## config.mk

```make
export PLATFORM = sky130hd
export DESIGN_NAME = alu_share_arbiter
export DESIGN_NICKNAME = d
export VERILOG_FILES = /design/src/rtl/alu_share_arbiter.sv
export SDC_FILE = /design/constraint.sdc
export NUM_CORES = 1
export LEC_CHECK = 0
export ABC_AREA = 1
export CORE_AREA = 3 3 166 168
export DETAILED_ROUTE_END_ITERATION = 16
export DIE_AREA = 0 0 169 171
export GPL_TIMING_DRIVEN = 0
export SYNTH_ARGS = -nofsm -noshare
export SYNTH_HDL_FRONTEND = slang
export SYNTH_SLANG_ARGS = --single-unit
export TNS_END_PERCENT = 20
```

## constraint.sdc

```tcl
create_clock -name clk -period 3.47 [get_ports clk]
set_input_delay 0.347 -clock clk [delete_from_list [all_inputs] [get_ports clk]]
set_output_delay 0.347 -clock clk [all_outputs]
set_load 0.005 [all_outputs]
```

## src/rtl/alu_share_arbiter.sv

```systemverilog
`timescale 1ns/1ps
`default_nettype none
// ============================================================================
//  Module      : alu_share_arbiter
//  Description : Shares one external combinational 32-bit ALU between four
//                requesters. Round-robin arbitration picks one requester. Its
//                operands are registered and driven to the ALU. The ALU result
//                and flags are captured one cycle later and returned to that
//                requester over its own valid/ready response channel. Only one
//                operation is in flight at a time.
//  Revision    : 1.0 - initial release
// ----------------------------------------------------------------------------
//  Optional build macro:
//    ALU_ARB_STATS_EN - adds the grant_cnt output and one saturating
//                       per-user handshake counter (CNT_WIDTH bits each).
// ----------------------------------------------------------------------------
//  Ports:
//    clk           in   rising-edge clock
//    resetn        in   asynchronous active-low reset
//    req_valid     in   [NUM_USERS]  per-user request valid
//    req_ready     out  [NUM_USERS]  per-user request accept (one-hot or 0)
//    req_a/req_b   in   [NUM_USERS*DATA_WIDTH] operands, user i at [i*DW +: DW]
//    req_op        in   [NUM_USERS*3] ALU opcode, user i at [i*3 +: 3]
//    resp_valid    out  [NUM_USERS]  per-user response valid (one-hot or 0)
//    resp_ready    in   [NUM_USERS]  per-user response accept
//    resp_result   out  [DATA_WIDTH] captured ALU result
//    resp_flags    out  [3]          {Overflow, CarryOut, Zero}
//    alu_a/alu_b   out  [DATA_WIDTH] registered operands to the ALU
//    alu_op        out  [3]          registered opcode to the ALU
//    alu_result    in   [DATA_WIDTH] ALU result
//    alu_overflow/alu_carryout/alu_zero  in  ALU flags
//    busy          out  high while an operation is in flight
//    grant_cnt     out  [NUM_USERS*CNT_WIDTH] (ALU_ARB_STATS_EN only)
// ============================================================================
module alu_share_arbiter #(
    parameter int DATA_WIDTH = 32,
    parameter int NUM_USERS  = 4
`ifdef ALU_ARB_STATS_EN
    ,
    parameter int CNT_WIDTH  = 16
`endif
) (
    input  logic                            clk,
    input  logic                            resetn,
    // request channels
    input  logic [NUM_USERS-1:0]            req_valid,
    output logic [NUM_USERS-1:0]            req_ready,
    input  logic [NUM_USERS*DATA_WIDTH-1:0] req_a,
    input  logic [NUM_USERS*DATA_WIDTH-1:0] req_b,
    input  logic [NUM_USERS*3-1:0]          req_op,
    // response channels
    output logic [NUM_USERS-1:0]            resp_valid,
    input  logic [NUM_USERS-1:0]            resp_ready,
    output logic [DATA_WIDTH-1:0]           resp_result,
    output logic [2:0]                      resp_flags,
    // external ALU
    output logic [DATA_WIDTH-1:0]           alu_a,
    output logic [DATA_WIDTH-1:0]           alu_b,
    output logic [2:0]                      alu_op,
    input  logic [DATA_WIDTH-1:0]           alu_result,
    input  logic                            alu_overflow,
    input  logic                            alu_carryout,
    input  logic                            alu_zero,
    // status
    output logic                            busy
`ifdef ALU_ARB_STATS_EN
    ,
    output logic [NUM_USERS*CNT_WIDTH-1:0]  grant_cnt
`endif
);

    // The round-robin search below is written for exactly four users.
    localparam int c_IDX_W = 2;

    typedef enum logic [1:0] {
        S_IDLE = 2'd0,
        S_EXEC = 2'd1,
        S_RESP = 2'd2
    } state_t;

    // ------------------------------------------------------------------
    // Registered state
    // ------------------------------------------------------------------
    state_t                  r_state;
    logic [c_IDX_W-1:0]      r_rr_ptr;
    logic [c_IDX_W-1:0]      r_grant;
    logic [DATA_WIDTH-1:0]   r_alu_a;
    logic [DATA_WIDTH-1:0]   r_alu_b;
    logic [2:0]              r_alu_op;
    logic [DATA_WIDTH-1:0]   r_resp_result;
    logic [2:0]              r_resp_flags;
    logic [NUM_USERS-1:0]    r_resp_valid;

    // ------------------------------------------------------------------
    // Combinational arbitration
    // ------------------------------------------------------------------
    logic [2*NUM_USERS-1:0]  w_valid_dbl;
    logic [NUM_USERS-1:0]    w_valid_rot;
    logic [c_IDX_W-1:0]      w_win_ofs;
    logic                    w_win_found;
    logic [c_IDX_W-1:0]      w_win_idx;
    logic [NUM_USERS-1:0]    w_win_onehot;
    logic [NUM_USERS-1:0]    w_req_ready;
    logic                    w_req_fire;
    logic                    w_resp_accept;
    logic [DATA_WIDTH-1:0]   w_sel_a;
    logic [DATA_WIDTH-1:0]   w_sel_b;
    logic [2:0]              w_sel_op;

    // Rotate the valid vector so that bit 0 is the user at r_rr_ptr; the
    // lowest set bit of the rotated vector is then the round-robin winner.
    assign w_valid_dbl = {req_valid, req_valid};
    assign w_valid_rot = w_valid_dbl[r_rr_ptr +: NUM_USERS];

    always_comb begin
        w_win_found = 1'b1;
        w_win_ofs   = 2'd0;
        casez (w_valid_rot)
            4'b???1: w_win_ofs = 2'd0;
            4'b??10: w_win_ofs = 2'd1;
            4'b?100: w_win_ofs = 2'd2;
            4'b1000: w_win_ofs = 2'd3;
            default: w_win_found = 1'b0;
        endcase
    end

    // Two-bit addition wraps modulo four, undoing the rotation.
    assign w_win_idx    = r_rr_ptr + w_win_ofs;
    assign w_win_onehot = {{(NUM_USERS-1){1'b0}}, 1'b1} << w_win_idx;

    // req_ready is gated by resetn directly so that it drops to zero the
    // moment reset asserts, even while a requester keeps req_valid high.
    assign w_req_ready = (resetn && (r_state == S_IDLE) && w_win_found)
                         ? w_win_onehot : '0;
    assign w_req_fire  = (r_state == S_IDLE) && w_win_found;

    // Only the granted user's resp_ready matters; other bits are ignored.
    assign w_resp_accept = resp_ready[r_grant];

    // Winner operand selection.
    assign w_sel_a  = req_a[w_win_idx*DATA_WIDTH +: DATA_WIDTH];
    assign w_sel_b  = req_b[w_win_idx*DATA_WIDTH +: DATA_WIDTH];
    assign w_sel_op = req_op[w_win_idx*3 +: 3];

    // ------------------------------------------------------------------
    // Control FSM with registered datapath outputs
    // ------------------------------------------------------------------
    always_ff @(posedge clk or negedge resetn) begin
        if (!resetn) begin
            r_state       <= S_IDLE;
            r_rr_ptr      <= '0;
            r_grant       <= '0;
            r_alu_a       <= '0;
            r_alu_b       <= '0;
            r_alu_op      <= '0;
            r_resp_result <= '0;
            r_resp_flags  <= '0;
            r_resp_valid  <= '0;
        end else begin
            case (r_state)
                S_IDLE: begin
                    // ALU operand registers change only on an accepted
                    // request, so the ALU inputs stay quiet otherwise.
                    if (w_req_fire) begin
                        r_alu_a  <= w_sel_a;
                        r_alu_b  <= w_sel_b;
                        r_alu_op <= w_sel_op;
                        r_grant  <= w_win_idx;
                        r_state  <= S_EXEC;
                    end
                end

                S_EXEC: begin
                    // The ALU has seen the registered operands for a full
                    // cycle; capture its combinational outputs.
                    r_resp_result <= alu_result;
                    r_resp_flags  <= {alu_overflow, alu_carryout, alu_zero};
                    r_resp_valid  <= {{(NUM_USERS-1){1'b0}}, 1'b1} << r_grant;
                    r_state       <= S_RESP;
                end

                S_RESP: begin
                    if (w_resp_accept) begin
                        r_resp_valid <= '0;
                        // Just-served user becomes lowest priority.
                        r_rr_ptr     <= r_grant + 2'd1;
                        r_state      <= S_IDLE;
                    end
                end

                default: begin
                    r_state <= S_IDLE;
                end
            endcase
        end
    end

    // ------------------------------------------------------------------
    // Outputs
    // ------------------------------------------------------------------
    assign req_ready   = w_req_ready;
    assign resp_valid  = r_resp_valid;
    assign resp_result = r_resp_result;
    assign resp_flags  = r_resp_flags;
    assign alu_a       = r_alu_a;
    assign alu_b       = r_alu_b;
    assign alu_op      = r_alu_op;
    assign busy        = (r_state != S_IDLE);

`ifdef ALU_ARB_STATS_EN
    // ------------------------------------------------------------------
    // Per-user saturating request-handshake counters
    // ------------------------------------------------------------------
    generate
        for (genvar gi = 0; gi < NUM_USERS; gi++) begin : g_grant_cnt
            logic [CNT_WIDTH-1:0] r_cnt;

            always_ff @(posedge clk or negedge resetn) begin
                if (!resetn) begin
                    r_cnt <= '0;
                end else if (w_req_ready[gi] && req_valid[gi] && (r_cnt != '1)) begin
                    r_cnt <= r_cnt + 1'b1;
                end
            end

            assign grant_cnt[gi*CNT_WIDTH +: CNT_WIDTH] = r_cnt;
        end
    endgenerate
`endif

endmodule
`default_nettype wire

```

==> impl_metrics.json <==
{
  "fin_cells": 1886,
  "ios": 424,
  "maxCapViolCount": 0,
  "antenna_found_initial": 0,
  "grt_max_degree": 73,
  "wl_per_cell_um": 16.8,
  "start_util_pct": 27.1,
  "grt_pass1_vias": 8294,
  "io_buffers": 423,
  "r2r_cells": 15,
  "rrSetupSlack_ns": 0.39,
  "die_h_um": 171,
  "r2r_start": "r_rr_ptr[1]",
  "grt_pass1_wl_um": 47100,
  "clk_pin_slew_ns": 0.08,
  "drt-met1-wl_um": 13200,
  "synth_cells": 1104,
  "fin_util_pct": 46.6,
  "synth_top_family_by_area": "simple AND/OR/NAND/NOR gates",
  "die_w_um": 169,
  "synthFlopType": "dfrtp_1",
  "place_congestion": 0.878,
  "area_growth_syn_to_layout_pct": 71.9,
  "synthXorXnorAreaFrac_pct": 0.124,
  "criticalPathCategory": "register to output pin",
  "drt-pass1-iter-count": 4,
  "crit_required_ns": 3.12,
  "seq_area_frac_synth_pct": 39.6,
  "synth_fa_ha_area_share_pct": 0.885,
  "drt-initial-drc-count": 409,
  "nFillCells": 2719,
  "peakVddDrop_mv": 0.552,
  "yosys.area_share.simple_pct": 47.7,
  "hp-class": "input pin to async pin",
  "dieArea_mm2": 0.0289,
  "finalSetupViolCount": 0,
  "yosys_warnings": 0,
  "yosysTopAreaCellShare_pct": 40.8,
  "cts.sinks": 112,
  "synth-compound-area-share_pct": 0.513,
  "antenna_left": 0,
  "place_hpwl_um": 25100,
  "syn_nets": 1422,
  "routed-via-count": 8443,
  "yosys.area.top_type": "nand2_1",
  "cts_max_level": 3,
  "synth_mux_area_share_pct": 5.57,
  "wl_met3_um": 2110,
  "clock.fmax_mhz": 306,
  "synthArstFlopShare_pct": 100,
  "status": "completed",
  "routed.top_layer": "met4",
  "fin_crit_sh_pct": 94.2,
  "avgSynthCellArea_um2": 6.40,
  "worstMarginPinSlew_ns": 0.804,
  "endpoint_kind": "output pin",
  "finalCriticalPeriod_ns": 3.27,
  "antenna_cells": 0,
  "grt_usage_pct": 20.9,
  "finalHoldViolCount": 0,
  "numCtsBuffers": 9,
  "critPathArrivalTime_ns": 2.92,
  "dp_slack_ns": -0.244,
  "rr_endpoint": "alu_a[17]",
  "drv_slew": 0,
  "rows": 59,
  "postSynthRegisterBits": 112,
  "synth_edf_count": 0,
  "yosys.cell_count.top_type": "nand2_1",
  "cp_max_fo": 10,
  "drive_gt1_share_pct": 6.58,
  "start_kind": "register",
  "syn_area_mm2": 0.00707,
  "tritoncts": "done",
  "p_leak_nw": 6.11,
  "root_buffer": "clkbuf_16",
  "slew_headroom_pct": 46.4,
  "synth.distinct_cells": 22,
  "worst_slack_ns": 0.200,
  "core_mm2": 0.0261,
  "clkLatencyLatePin_ns": 0.36,
  "nets": 1864,
  "drc_errors": 0,
  "vias_per_cell": 4.48,
  "dr_wl_met2_um": 15600,
  "synth_common_cells": "nand2_1 (768), dfrtp_1 (112), nand3_1 (87), clkbuf_1 (37), mux2_2 (35)",
  "grt.overflow.total": 0,
  "routed_wl_um": 31600,
  "skew_ns": 0.0102,
  "dp_cells": 1863,
  "clk_path_buf_depth": 2,
  "synth_area_leaders": "nand2_1 (41%), dfrtp_1 (40%), nand3_1 (6.2%), mux2_2 (5.6%), clkbuf_1 (2.0%)",
  "powerDensity_mw_per_mm2": 1120
}
state kept, by name, indices dropped and copies added, names as in the netlist:
| signal | flops |
|---|---|
| resp_flags | 3 |
| r_rr_ptr | 2 |
| alu_a | 32 |
| alu_op | 3 |
| resp_result | 32 |
| r_grant | 2 |
| resp_valid | 4 |
| alu_b | 32 |
| r_state | 2 |
worst max path at each step:
stage	from	end	slack [ns]
3_5_place_dp	req_valid[3]	alu_a[22]	-0.24
2_1_floorplan	r_rr_ptr[0]	req_ready[0]	1.23
5_1_grt	r_rr_ptr[1]	req_ready[2]	-0.009
6_report	r_rr_ptr[1]	req_ready[0]	0.20
3_3_place_gp	resetn	req_ready[0]	-3.54
4_1_cts	r_rr_ptr[1]	req_ready[0]	0.006
final cells by class:
type,instances,area (um^2),share of cell area [%]
Buffer,68,353,2.90
Clock buffer,9,225,1.85
Tap cell,335,419,3.45
Multi-Input combinational cell,912,3910,32.1
Timing Repair Buffer,432,4330,35.6
Inverter,11,41.3,0.340
Clock inverter,7,78.8,0.648
Sequential cell,112,2810,23.1
layer usage:
layer	global-route usage, %	vias to the layer above
li1	-	4280
met1	25.8	3836
met2	37.3	291
met3	4.27	36
met4	5.65	0
met5	0	-
cell usage in the layout (no fill, tap or decap), types with 3 or more instances in the layout:
| master | instances |
|---|---|
| clkbuf_16 | 9 |
| clkdlybuf4s50_1 | 422 |
| inv_6 | 3 |
| ha_1 | 5 |
| clkbuf_1 | 33 |
| nor3_1 | 3 |
| buf_2 | 10 |
| inv_1 | 6 |
| nand3_1 | 87 |
| buf_6 | 6 |
| buf_4 | 19 |
| buf_1 | 6 |
| nand2_1 | 768 |
| mux2_2 | 35 |
| dfrtp_1 | 110 |
| inv_2 | 5 |
| nor2_1 | 3 |
critical path: stages (launching register included):
cell and delay, ns:
dfrtp_2 0.47, inv_2 0.11, nand3_1 0.08, nand2_1 0.09
nand3_1 0.07, a21boi_0 0.18, ha_1 0.29, clkbuf_2 0.28
buf_2 0.27, nor3_2 0.20, clkdlybuf4s50_1 0.53
stage by stage:
step	hold WS, ns	TNS, ns	power [mW]	area, um^2
final	0.460	0	13.6	12200
after global routing	0.501	-0.00938	15.1	12200
after CTS	0.473	0	13.7	12100
after detailed placement	0.299	-5.77	12.5	11800
after global placement	0.462	-312.88	12.4	11700
after floorplan	0.0514	0	8.42	7070
what timing repair did:
action / CTS / global route
endpoints found under the setup margin: 4 / 4
gates resized for setup: 7 / 6
cloned: 0 / 0
hold buffers: 1 / 0
setup buffers: 2 / 5
endpoints found under the hold margin: 41 / 0
pin swaps: 1 / 2
kinds of logic after synthesis:
kind of cell,count (synthesis)
buffers and inverters,80
xor gates and xnor gates,1
DFF,112
AOI/OAI and AO/OA,6
adders and majority gates,5
and+or+nand+nor,865
muxes,35
power breakdown:
group	total, mW	internal (mW)	switching [mW]	leakage (nW)
Combinational	10.2	4.04	6.13	4.59
Sequential	2.33	1.98	0.349	1.37
Clock	1.10	0.520	0.575	0.149
Total	13.6	6.54	7.06	6.11
Note: power is estimated with default switching activity, not from simulation.
